$ cat src/rtl/robo_controle.sv
// robo_controle: left-hand wall-following navigation controller.
// Runs a sense/decide/act loop. The settle cycles between commands cover the
// registered-sensor latency of the map stage. Moves are counted, and the
// controller halts when the step budget is spent or when it detects a trap.
module robo_controle #(
  parameter logic [2:0] INIT_ORIENT   = 3'b001,
  parameter int         MAX_STEPS     = 200,
  parameter int         STEP_W        = 8,
  parameter int         SETTLE_CYCLES = 2,
  parameter int         TRAP_ROT      = 5
) (
  input  logic              clockc1,
  input  logic              reset,
  input  logic              start,
  input  logic              head,
  input  logic              left,
  output logic [2:0]        acao,
  output logic [2:0]        orientacao,
  output logic              busy,
  output logic              done,
  output logic              trapped,
  output logic [STEP_W-1:0] passos
);

  localparam int WAIT_W = (SETTLE_CYCLES < 2) ? 2 : $clog2(SETTLE_CYCLES + 1);
  localparam int ROT_W  = (TRAP_ROT < 2) ? 2 : $clog2(TRAP_ROT + 1);

  localparam logic [WAIT_W-1:0] WAIT_LOAD  = WAIT_W'(SETTLE_CYCLES);
  localparam logic [WAIT_W-1:0] WAIT_ONE   = WAIT_W'(1);
  localparam logic [WAIT_W-1:0] WAIT_ZERO  = WAIT_W'(0);
  localparam logic [ROT_W-1:0]  ROT_LIMIT  = ROT_W'(TRAP_ROT);
  localparam logic [ROT_W-1:0]  ROT_ONE    = ROT_W'(1);
  localparam logic [ROT_W-1:0]  ROT_ZERO   = ROT_W'(0);
  localparam logic [STEP_W-1:0] STEP_LIMIT = STEP_W'(MAX_STEPS);
  localparam logic [STEP_W-1:0] STEP_ONE   = STEP_W'(1);
  localparam logic [STEP_W-1:0] STEP_SAT   = {STEP_W{1'b1}};

  // Heading codes
  localparam logic [2:0] H_N = 3'b001;
  localparam logic [2:0] H_W = 3'b010;
  localparam logic [2:0] H_E = 3'b011;
  localparam logic [2:0] H_S = 3'b100;

  typedef enum logic [2:0] {
    S_IDLE    = 3'd0,
    S_WAIT    = 3'd1,
    S_DECIDE  = 3'd2,
    S_MOVE    = 3'd3,
    S_HALT    = 3'd4,
    S_TRAPPED = 3'd5
  } state_t;

  // Quarter turn counter-clockwise: N->W->S->E->N
  function automatic logic [2:0] rot_left(input logic [2:0] h);
    logic [2:0] r;
    case (h)
      H_N:     r = H_W;
      H_W:     r = H_S;
      H_S:     r = H_E;
      H_E:     r = H_N;
      default: r = h;
    endcase
    return r;
  endfunction

  // Quarter turn clockwise: N->E->S->W->N
  function automatic logic [2:0] rot_right(input logic [2:0] h);
    logic [2:0] r;
    case (h)
      H_N:     r = H_E;
      H_E:     r = H_S;
      H_S:     r = H_W;
      H_W:     r = H_N;
      default: r = h;
    endcase
    return r;
  endfunction

  // Move command for a heading. S and E use different codes in acao than in orientacao.
  function automatic logic [2:0] move_code(input logic [2:0] h);
    logic [2:0] r;
    case (h)
      H_N:     r = 3'b001;
      H_W:     r = 3'b010;
      H_S:     r = 3'b011;
      H_E:     r = 3'b100;
      default: r = 3'b000;
    endcase
    return r;
  endfunction

  state_t              r_state;
  state_t              w_next_state;
  logic [WAIT_W-1:0]   r_wait_cnt, w_wait_cnt;
  logic [ROT_W-1:0]    r_rot_cnt, w_rot_cnt;
  logic                r_turned_left, w_turned_left;
  logic [2:0]          r_acao, w_acao;
  logic [2:0]          r_orient, w_orient;
  logic [STEP_W-1:0]   r_passos, w_passos;
  logic                r_busy, r_done, r_trapped;
  logic                w_busy, w_done, w_trapped;
  logic                w_rule_left;
  logic                w_rule_move;
  logic [ROT_W-1:0]    w_rot_inc;

  // Rule 1 (turn left) takes priority. Rule 2 (move ahead) applies only when rule 1 does not.
  assign w_rule_left = ~left & ~r_turned_left;
  assign w_rule_move = ~w_rule_left & ~head;
  assign w_rot_inc   = r_rot_cnt + ROT_ONE;

  // State register
  always_ff @(posedge clockc1 or posedge reset) begin
    if (reset) begin
      r_state <= S_IDLE;
    end else begin
      r_state <= w_next_state;
    end
  end

  // Next-state logic
  always_comb begin
    w_next_state = r_state;
    case (r_state)
      S_IDLE: begin
        if (start) w_next_state = S_WAIT;
        else       w_next_state = S_IDLE;
      end
      S_WAIT: begin
        if (r_wait_cnt <= WAIT_ONE) w_next_state = S_DECIDE;
        else                        w_next_state = S_WAIT;
      end
      S_DECIDE: begin
        if (w_rule_move)                  w_next_state = S_MOVE;
        else if (w_rot_inc == ROT_LIMIT)  w_next_state = S_TRAPPED;
        else                              w_next_state = S_WAIT;
      end
      S_MOVE: begin
        if (r_passos == STEP_LIMIT) w_next_state = S_HALT;
        else                        w_next_state = S_WAIT;
      end
      S_HALT:    w_next_state = S_HALT;
      S_TRAPPED: w_next_state = S_TRAPPED;
      default:   w_next_state = S_IDLE;
    endcase
  end

  // Next datapath and output values. acao is a single-cycle pulse, so it defaults to idle.
  always_comb begin
    w_acao        = 3'b000;
    w_orient      = r_orient;
    w_passos      = r_passos;
    w_wait_cnt    = r_wait_cnt;
    w_rot_cnt     = r_rot_cnt;
    w_turned_left = r_turned_left;
    case (r_state)
      S_IDLE: begin
        if (start) w_wait_cnt = WAIT_LOAD;
        else       w_wait_cnt = r_wait_cnt;
      end
      S_WAIT: begin
        if (r_wait_cnt != WAIT_ZERO) w_wait_cnt = r_wait_cnt - WAIT_ONE;
        else                         w_wait_cnt = WAIT_ZERO;
      end
      S_DECIDE: begin
        w_wait_cnt = WAIT_LOAD;
        if (w_rule_left) begin
          w_orient      = rot_left(r_orient);
          w_turned_left = 1'b1;
          w_rot_cnt     = w_rot_inc;
        end else if (w_rule_move) begin
          w_acao        = move_code(r_orient);
          w_turned_left = 1'b0;
          w_rot_cnt     = ROT_ZERO;
          if (r_passos != STEP_SAT) w_passos = r_passos + STEP_ONE;
          else                      w_passos = r_passos;
        end else begin
          w_orient  = rot_right(r_orient);
          w_rot_cnt = w_rot_inc;
        end
      end
      S_MOVE: begin
        w_wait_cnt = WAIT_LOAD;
      end
      S_HALT, S_TRAPPED: begin
        w_wait_cnt = r_wait_cnt;
      end
      default: begin
        w_wait_cnt = WAIT_ZERO;
      end
    endcase
    w_busy    = (w_next_state != S_IDLE) && (w_next_state != S_HALT) &&
                (w_next_state != S_TRAPPED);
    w_done    = (w_next_state == S_HALT);
    w_trapped = (w_next_state == S_TRAPPED);
  end

  // Datapath and output registers. Reset clears any in-flight move pulse at once.
  always_ff @(posedge clockc1 or posedge reset) begin
    if (reset) begin
      r_acao        <= 3'b000;
      r_orient      <= INIT_ORIENT;
      r_passos      <= {STEP_W{1'b0}};
      r_wait_cnt    <= WAIT_ZERO;
      r_rot_cnt     <= ROT_ZERO;
      r_turned_left <= 1'b0;
      r_busy        <= 1'b0;
      r_done        <= 1'b0;
      r_trapped     <= 1'b0;
    end else begin
      r_acao        <= w_acao;
      r_orient      <= w_orient;
      r_passos      <= w_passos;
      r_wait_cnt    <= w_wait_cnt;
      r_rot_cnt     <= w_rot_cnt;
      r_turned_left <= w_turned_left;
      r_busy        <= w_busy;
      r_done        <= w_done;
      r_trapped     <= w_trapped;
    end
  end

  assign acao       = r_acao;
  assign orientacao = r_orient;
  assign passos     = r_passos;
  assign busy       = r_busy;
  assign done       = r_done;
  assign trapped    = r_trapped;

endmodule

$ cat config.mk
export PLATFORM = sky130hd
export DESIGN_NAME = robo_controle
export DESIGN_NICKNAME = d
export VERILOG_FILES = /design/src/rtl/robo_controle.sv
export SDC_FILE = /design/constraint.sdc
export NUM_CORES = 1
export LEC_CHECK = 0
export ABC_AREA = 1
export CORE_ASPECT_RATIO = 0.9
export CORE_MARGIN = 4
export CORE_UTILIZATION = 45
export DETAILED_ROUTE_END_ITERATION = 10
export GPL_TIMING_DRIVEN = 0
export PLACE_DENSITY = 0.68
export SETUP_SLACK_MARGIN = 0.02
export SYNTH_ARGS = -nofsm -noshare
export SYNTH_HDL_FRONTEND = slang
export SYNTH_SLANG_ARGS = --single-unit
$ cat constraint.sdc
create_clock -name clockc1 -period 1.8 [get_ports clockc1]
set_input_delay 0.54 -clock clockc1 [delete_from_list [all_inputs] [get_ports clockc1]]
set_output_delay 0.54 -clock clockc1 [all_outputs]
set_load 0.1 [all_outputs]
==> results.cfg, run 1 <==
[outcome]
outcome = complete, no violations

[layout]
fin_cells = 252
final_nets = 220
nFillCells = 279
drive_gt1_share_pct = 22.4
area_delta_synth_final_pct = 17.9
post-route-util_pct = 55.9
num_antenna_cells = 0
mostFrequentLayoutCells = nand2_1 (49), nor2_1 (31), inv_1 (29)
final_common_cell = nand2_1

[synth]
synth-main-ff-cell = dfrtp_1
synth.avg_cell_area_um2 = 7.86
synth_edf_count = 0
muxShareOfSynthArea_pct = 0
synth_top_family_by_area = simple AND/OR/NAND/NOR gates
synth.distinct_cells = 23
syn_area_um2 = 1450
synthCells = 185
ys_seq_elements = 26
yosys_warnings = 0
syn-num-nets = 194
yosysSeqAreaShare_pct = 44.8
synth_xor_area_share_pct = 2.41
synthAdderAreaFrac_pct = 3.44
async_flop_share_pct = 100
synth_compound_area_share_pct = 7.66
synthSimpleGateAreaFrac_pct = 32.1

[setup_path]
path_cells = buf_4
cp_slowest_cell = dfstp_2
critical_path_class = flop to output port
crit_family = flip-flops
arrival_ns = 1.19
crit_path_max_fanout = 4
cp.required_ns = 1.26
max_stage_delay_ns = 0.58
cp_num_buf_inv = 1
startpoint_type = flop
endpoint_kind = output port

[detailed_routing]
ant_nets = 0
drt_iter0_markers = 62
finalWirelength_mm = 2.73
drt-pass1-iter-count = 4
viasPerCell = 4.71
wl_per_cell_um = 10.8
drcViolationCount = 0
via_count = 1186

[sta]
setup_tns_ns = 0
max_freq_mhz = 578
setup_violations = 0
fin_crit_sh_pct = 96.1
hold_slack_ns = 0.502
rsz0062_at_grt = false
slew_violations = 0
maxSlewHeadroom_pct = 35.1
finalCriticalPeriod_ns = 1.73
hold_viol = 0
worstMarginPinSlew_ns = 0.972
clock_skew_ns = 0.00204

[flow_run]
cap_violations = 0

[global_route]
grt_pass1_vias = 1143
grt_pass1_wl_mm = 4.84
grt_max_degree = 27
antenna_found_initial = 0
grt_use_total_pct = 15.2
overflow = 0

[placed_design]
gp_congestion = 0.787
dp_cells = 248
portBuffers = 21
dp_hpwl_mm = 2.13

[clock_network]
cts_tree = done
h-tree-depth = 1
cts_hold_buf = 0
cts.clk_slew.worst_paths_ns = 0.14
cts_buffers = 3
cts_root_buffer = clkbuf_4
ctsLongestPathBuffers = 2
postCtsSetupBuffers = 0
worstSkewPairLatency_ns = 0.32
cts.sinks = 26

[floorplanning]
coreArea_um2 = 3070
fp.dieH_um = 61.9
rows = 19
num_io_pins = 22
start_util_pct = 47.4
die_w_um = 67.9
dieArea_um2 = 4210

[hold_path]
min_path_type = flop to flop
-- cell type report --
cell class	count	area, um2	area share (%)
multi-input cells	127	663	38.7
well taps	42	52.6	3.07
clock buffers	3	22.5	1.31
flip-flops and latches	26	667	38.9
repair buffers	21	140	8.18
clock inverters	1	30.0	1.75
inverters	31	119	6.93
plain buffers	1	20.0	1.17
-- sequential cells by signal (all words and copies together) (netlist names) --
name and cells:
r_rot_cnt 3, r_state 3, acao 3, passos 8, r_turned_left 1, r_wait_cnt 2
busy 1, orientacao 3, done 1, trapped 1
-- metal layers --
metal | GRT usage (%) | vias up | share of wire (%)
met5 | 0 | - | 0
met4 | 2.55 | 0 | 0.62
met3 | 3.96 | 2 | 3.3
met2 | 26.5 | 16 | 49
met1 | 19.5 | 549 | 47
li1 | - | 619 | -
-- through the flow --
| stage | area, um2 | setup WS [ns] |
|---|---|---|
| floorplan | 1470 | 0.0232 |
| global placement | 1730 | -0.406 |
| detailed placement | 1730 | -0.403 |
| CTS | 1740 | 0.0235 |
| global route | 1710 | 0.0211 |
| finish | 1710 | 0.0706 |
-- synthesized netlist by cell type (3+ instances only) --
master,n,area [um2]
o21ai_0,5,25.0
o21ai_2,5,43.8
nand2_1,49,184
xor2_1,4,35.0
ha_1,4,50.1
nor2_2,3,18.8
nand3_1,11,55.1
nor2_1,31,116
inv_1,29,109
dfrtp_1,25,626
a21oi_1,7,35.0
-- kinds of logic (layout without fill, tap and decap cells) --
logic type,count (synthesis),after routing
simple gates,101,101
buf+inv,32,57
flops,26,26
compound gates,18,18
fa+ha+maj,4,4
xor+xnor,4,4
-- timing repair --
action | 4_1_cts | 5_1_grt
gates resized for setup | 74 | 17
endpoints found under the hold margin | 0 | 0
endpoints found under the setup margin | 17 | 11
-- worst paths after layout --
kind                       slack [ns]  cells after the start                   endpoint                      start
max in group asynchronous        0.38                      2      passos[0]$_DFFE_PP0P_                      reset
min reg2reg                      0.50                      2  orientacao[0]$_DFFE_PP1P_  orientacao[0]$_DFFE_PP1P_
min                              0.50                      2  orientacao[0]$_DFFE_PP1P_  orientacao[0]$_DFFE_PP1P_
min in group asynchronous        0.72                      2      passos[3]$_DFFE_PP0P_                      reset
max reg2reg                      0.21                      9      passos[4]$_DFFE_PP0P_      passos[0]$_DFFE_PP0P_
max                              0.07                      1              orientacao[0]  orientacao[0]$_DFFE_PP1P_
Power of run 1 is left out: the tool's default activity adds up to more than one toggle a clock period on the data nets, which glitch-free logic cannot reach.
==> inputs of run 2 (changes only) <==
--- a/config.mk
+++ b/config.mk
@@ -13,6 +13,7 @@
 export GPL_TIMING_DRIVEN = 0
 export PLACE_DENSITY = 0.68
 export SETUP_SLACK_MARGIN = 0.02
+export SLEW_MARGIN = 5
 export SYNTH_ARGS = -nofsm -noshare
 export SYNTH_HDL_FRONTEND = slang
 export SYNTH_SLANG_ARGS = --single-unit
==> results of run 2 <==
Same layout as run 1: the final DEF is identical, and so are final timing and power.
Power of run 2 is left out for the same reason.
==> patch 1: new RTL, config.mk and constraints of run 2 <==
Put one more register stage on the output `orientacao`, without a reset. The value now appears one clock later. The other outputs are not delayed to match.
--- a/src/rtl/robo_controle.sv
+++ b/src/rtl/robo_controle.sv
@@ -220,7 +220,9 @@
   end
 
   assign acao       = r_acao;
-  assign orientacao = r_orient;
+  always_ff @(posedge clockc1) begin
+    orientacao <= r_orient;
+  end
   assign passos     = r_passos;
   assign busy       = r_busy;
   assign done       = r_done;
Formal check against the unedited RTL: not equivalent (Yosys sat finds a counterexample within 10 cycles, from zero or initial values and one cycle with reset high).
==> patch 1 against run 2 <==
- critical path depth did not move
- setup slack worse by 0.0098 ns
- cell count decreased by 2.0%
- maximum frequency fell by 0.56%
- first-iteration DRC count is 18% lower
- sequential cell count up 3
- final area up 0.15%
- utilization up 0.52 points
- synthesized area is 2.2% lower
- routed wire length is 4.7% lower
==> patch 1: results (changes against run 2) <==
* Outcome: finished clean
* Critical Path Start: busy
* First-pass GRT wire length at 4.57 mm (-5.6%)
* Post-Place Cells at 239 (-3.6%)
* Initial drt markers at 51 (-18%)
* Share of layout cells above drive strength 1 at 22.0% (-0.43 points)
* Synth Flop Type: dfrtp_1
* Slew margin rel. at 36.5% (+1.4 points)
* Net count after synthesis at 185 (-4.6%)
* Register area share after synthesis at 50.0% (+5.2 points)
* Synth unique cells at 22 (-4.3%)
* Asr flop ratio synth at 89.7% (-10 points)
* WL/cell at 10.6 um (-2.8%)
* CP Max Fanout at 1 (-3)
* DP HPWL at 1.97 mm (-7.7%)
* Fin nets at 213 (-3.2%)
* Post-synth top cells: nand2_1, dfrtp_1, inv_1
* Ranking of synthesized cells by area: dfrtp_1, nand2_1, inv_1
* Total GRT Usage at 15.3% (+0.14 points)
* Slowest cell on crit path: clkdlybuf4s18_2
* Max reg flops at 8 (unchanged)
* Area post-placement at 1700 um^2 (-2.0%)
* DR vias/cell at 4.60 (-2.3%)
* Critical path's largest stage delay at 0.53 ns (-0.05 ns)
* HP Start: r_orient[0]
* TritonCTS Buffers at 5 (+2)
* Final std cells w/o fill at 247 (-2.0%)
* Clk slew on worst S/H paths at 0.09 ns (-0.05 ns)
* Mean Syn Cell Area at 8.08 um^2 (+2.9%)
* Worst vdd ir at 0.000800 V
* GPL Wtd Cong at 0.797 (+1.3%)
* Vias in the first global route at 1,098 (-3.9%)
* Pre-Repair DR Iteration Count at 4 (unchanged)
* Top delay family on crit path: buffers and inverters
* Die area at 4130 um^2 (-1.9%)
==> patch 1: changes by cell type after synthesis, sizes merged, moves of 2 or more <==
cell and change:
nor2 -12, a21oi -4, o21ai +4, dfxtp +3, nand3 -3, o31ai +2
xnor2 +2
==> patch 1: area by class of cell <==
cell class,instances,area (um^2)
Inverter,30,113
Fill cell,305,1330
Multi-Input combinational cell,116,587
Timing Repair Buffer,21,170
Sequential cell,29,724
Clock buffer,8,58.8
Buffer,1,11.3
Tap cell,42,52.6
==> patch 1: metrics by stage <==
stage          setup WS, ns  TNS [ns]  util (%)
2_1_floorplan        0.0548         0         -
3_3_place_gp         -0.314     -5.96      55.8
3_5_place_dp         -0.328     -6.90      55.8
4_1_cts              0.0246         0      56.8
5_1_grt              0.0265         0      56.4
6_report             0.0608         0      56.4
==> patch 1: power by group through the flow <==
stage	logic (mW)	registers [mW]	clock network (mW)
final	1.22	0.993	0.414
after global routing	1.33	1.02	0.453
after floorplan	0.485	1.51	0
after CTS	1.23	0.994	0.425
after global placement	1.25	0.998	0
after detailed placement	1.28	1.01	0
==> patch 1: layer usage <==
metal | wire, um | global-route usage (%) | part of all wire, %
met1 | 1200 | 18.6 | 46
met2 | 1270 | 23.7 | 49
met5 | 0 | 0 | 0
met4 | 41 | 10.1 | 1.6
met3 | 99 | 4.93 | 3.8
==> patch 1: repair_timing <==
action	4_1_cts	5_1_grt
setup endpoints to repair	17	6
gates resized for setup	69	7
setup buffers	0	0
==> patch 1: final timing paths <==
kind	cells after the start	to	slack (ns)
min	0	orientacao[0]	0.43
max reg2reg	8	passos[0]	0.29
min reg2reg	0	orientacao[0]	0.43
max	1	busy	0.06
min in group asynchronous	2	r_rot_cnt[1]	0.72
max in group asynchronous	2	passos[0]	0.39
==> patch 1: kinds of logic (layout without fill, tap and decap cells) <==
| kind of cell | count (synthesis) | in the layout | share of synthesized area [%] |
|---|---|---|---|
| xor+xnor | 7 | 7 | 4.84 |
| simple gates | 85 | 85 | 25.3 |
| compound gates | 20 | 20 | 7.56 |
| fa+ha+maj | 4 | 4 | 3.52 |
| buf+inv | 31 | 60 | 8.71 |
| flops | 29 | 29 | 50.0 |
==> patch 2: new RTL, settings of run 2 <==
Without the edit above. `MAX_STEPS`: 200 -> 128.
--- a/src/rtl/robo_controle.sv
+++ b/src/rtl/robo_controle.sv
@@ -4,7 +4,7 @@
 // controller halts when the step budget is spent or when it detects a trap.
 module robo_controle #(
   parameter logic [2:0] INIT_ORIENT   = 3'b001,
-  parameter int         MAX_STEPS     = 200,
+  parameter int         MAX_STEPS     = 128,
   parameter int         STEP_W        = 8,
   parameter int         SETTLE_CYCLES = 2,
   parameter int         TRAP_ROT      = 5
Formal check against the unedited RTL: no difference found for any inputs over 10 cycles, from zero or initial values and one cycle with reset high; that may be too few to reach the edited logic, so the function may still have changed.
==> patch 2 against run 2 <==
- setup slack better by 0.0033 ns
- non-clock buffer count fell by 1
- routed wire length is 4.0% lower
- synthesized area decreased by 4.8%
- sequential cell count unchanged
- sequential share of layout area up 1.2 points
- final area decreased by 4.7%
- die area down 4.2%
- utilization rose by 1.6 points
- register-to-register slack better by 0.18 ns
- highest routed layer unchanged
==> patch 2: results (changes against run 2) <==
* Outcome: finished clean
* Post-Place Cells at 235 (-5.2%)
* Buffers on Ports at 21 (unchanged)
* Hold Path Cell Cnt at 2 (unchanged)
* Pre-CTS WS at -0.400 ns (+0.00332 ns)
* Ys Warns at 0 (unchanged)
* CP Max Fanout at 4 (unchanged)
* TritonCTS Buffers at 3 (unchanged)
* Grt met1 use at 18.3% (-1.2 points)
* Initial drt markers at 36 (-42%)
* Critical path's largest stage delay at 0.45 ns (-0.13 ns)
* Global route hottest layer: met2
* R2R Path End: busy
* Met3 routed wirelength at 155 um (+72%)
* First-pass GRT wire length at 4.71 mm (-2.6%)
* CTS max path bufs at 2 (unchanged)
* Ranking of synthesized cells by area: dfrtp_1, nand2_1, nor2_1
* Pre-Repair DR Iteration Count at 6 (+2)
* Post-synth top cells: nand2_1, dfrtp_1, nor2_1
* Vias at 1,133 (-4.5%)
* Max reg flops at 8 (unchanged)
* M3 GR Usage at 4.81% (+0.86 points)
* Worst Clk Skew at 0.00346 ns (+0.00141 ns)
* Register-to-register setup slack at 0.39 ns (+0.18 ns)
* GPL Wtd Cong at 0.806 (+2.4%)
* Hold EP: orientacao[0]
* Top Layer Used: met4
* Metal1 wirelength at 1.16 mm (-9.5%)
* Total gr overflow at 0 (unchanged)
* Mean Syn Cell Area at 7.95 um^2 (+1.2%)
* Total GRT Usage at 15.3% (+0.13 points)
* Type of the tightest min-delay check: flip-flop to flip-flop
* Synth Flop Type: dfrtp_1
* Asr flop ratio synth at 100% (unchanged)
* H-tree Lvls at 1 (unchanged)
* Share of layout cells above drive strength 1 at 19.1% (-3.3 points)
* HP Start: orientacao[0]
* Synth unique cells at 25 (+8.7%)
* Reg-to-Reg Start: passos[0]
* Clk slew on worst S/H paths at 0.14 ns (about the same)
* Met2 WL at 1.29 mm (-4.2%)
* Register area share after synthesis at 47.1% (+2.3 points)
* Largest net degree at the start of global routing at 27 (unchanged)
* Slowest cell on crit path: buf_2
* Antenna cells at 0 (unchanged)
* Worst vdd ir at 0.00114 V
* Area post-placement at 1650 um^2 (-4.8%)
* M2 GR Usage at 27.3% (+0.81 points)
* Top delay family on crit path: buffers and inverters
* Initial antenna violation count at 0 (unchanged)
* Final wirelength at 2.62 mm (-4.0%)
* Fin nets at 209 (-5.0%)
* Net count after synthesis at 183 (-5.7%)
* WL/cell at 11.0 um (+1.2%)
* Worst slew pin tran at 0.937 ns (-0.0354 ns)
* DP HPWL at 2.02 mm (-5.5%)
* Hold slack at 0.495 ns (-0.00659 ns)
* Pleak at 0.868 nW
patch 2: cell count changes in the layout (fill, tap and decap cells not counted), sizes merged, moves of 2 or more:
cell and change:
clkbuf -2, inv -2, nand3 -5, nor2 -8, xnor2 +2, xor2 +2
patch 2: final cells by class:
| class | count | area (um^2) |
|---|---|---|
| sequential | 26 | 656 |
| inverter | 29 | 116 |
| multi-input combinational | 119 | 616 |
| clock buffer | 3 | 22.5 |
| clock inverter | 1 | 30.0 |
| timing repair buffer | 21 | 143 |
| fill | 291 | 1200 |
| tap | 40 | 50.0 |
patch 2: worst max-delay path by stage:
stage | start | to | slack (ns) | cells past startpoint
after floorplan | passos[5] | passos[3] | 0.04 | 7
after global placement | orientacao[0] | orientacao[0] | -0.39 | 1
after detailed placement | orientacao[0] | orientacao[0] | -0.40 | 1
after CTS | orientacao[2] | orientacao[2] | 0.02 | 1
after global routing | passos[6] | passos[6] | 0.02 | 1
final | passos[6] | passos[6] | 0.07 | 1
patch 2: where the power goes:
group / internal (mW) / total, mW / switching [mW]
clock network: 0.225 / 0.395 / 0.170
logic: 0.406 / 1.75 / 1.35
registers: 0.790 / 0.975 / 0.185
patch 2: timing repair:
item                       in CTS  in global routing
gates resized for setup        78                 14
setup endpoints to repair      17                  9
setup buffers                   0                  0
pin swaps                       0                  0
patch 2: logic make-up after synthesis:
kind of cell             Yosys count  share of synthesized area, %
AND/OR/NAND/NOR                   88                          28.0
AO/OA/AOI/OAI                     19                          7.78
flip-flops                        26                          47.1
adder cells (fa/ha/maj)            4                          3.62
XOR/XNOR                           8                          5.06
buffers and inverters             29                          8.41
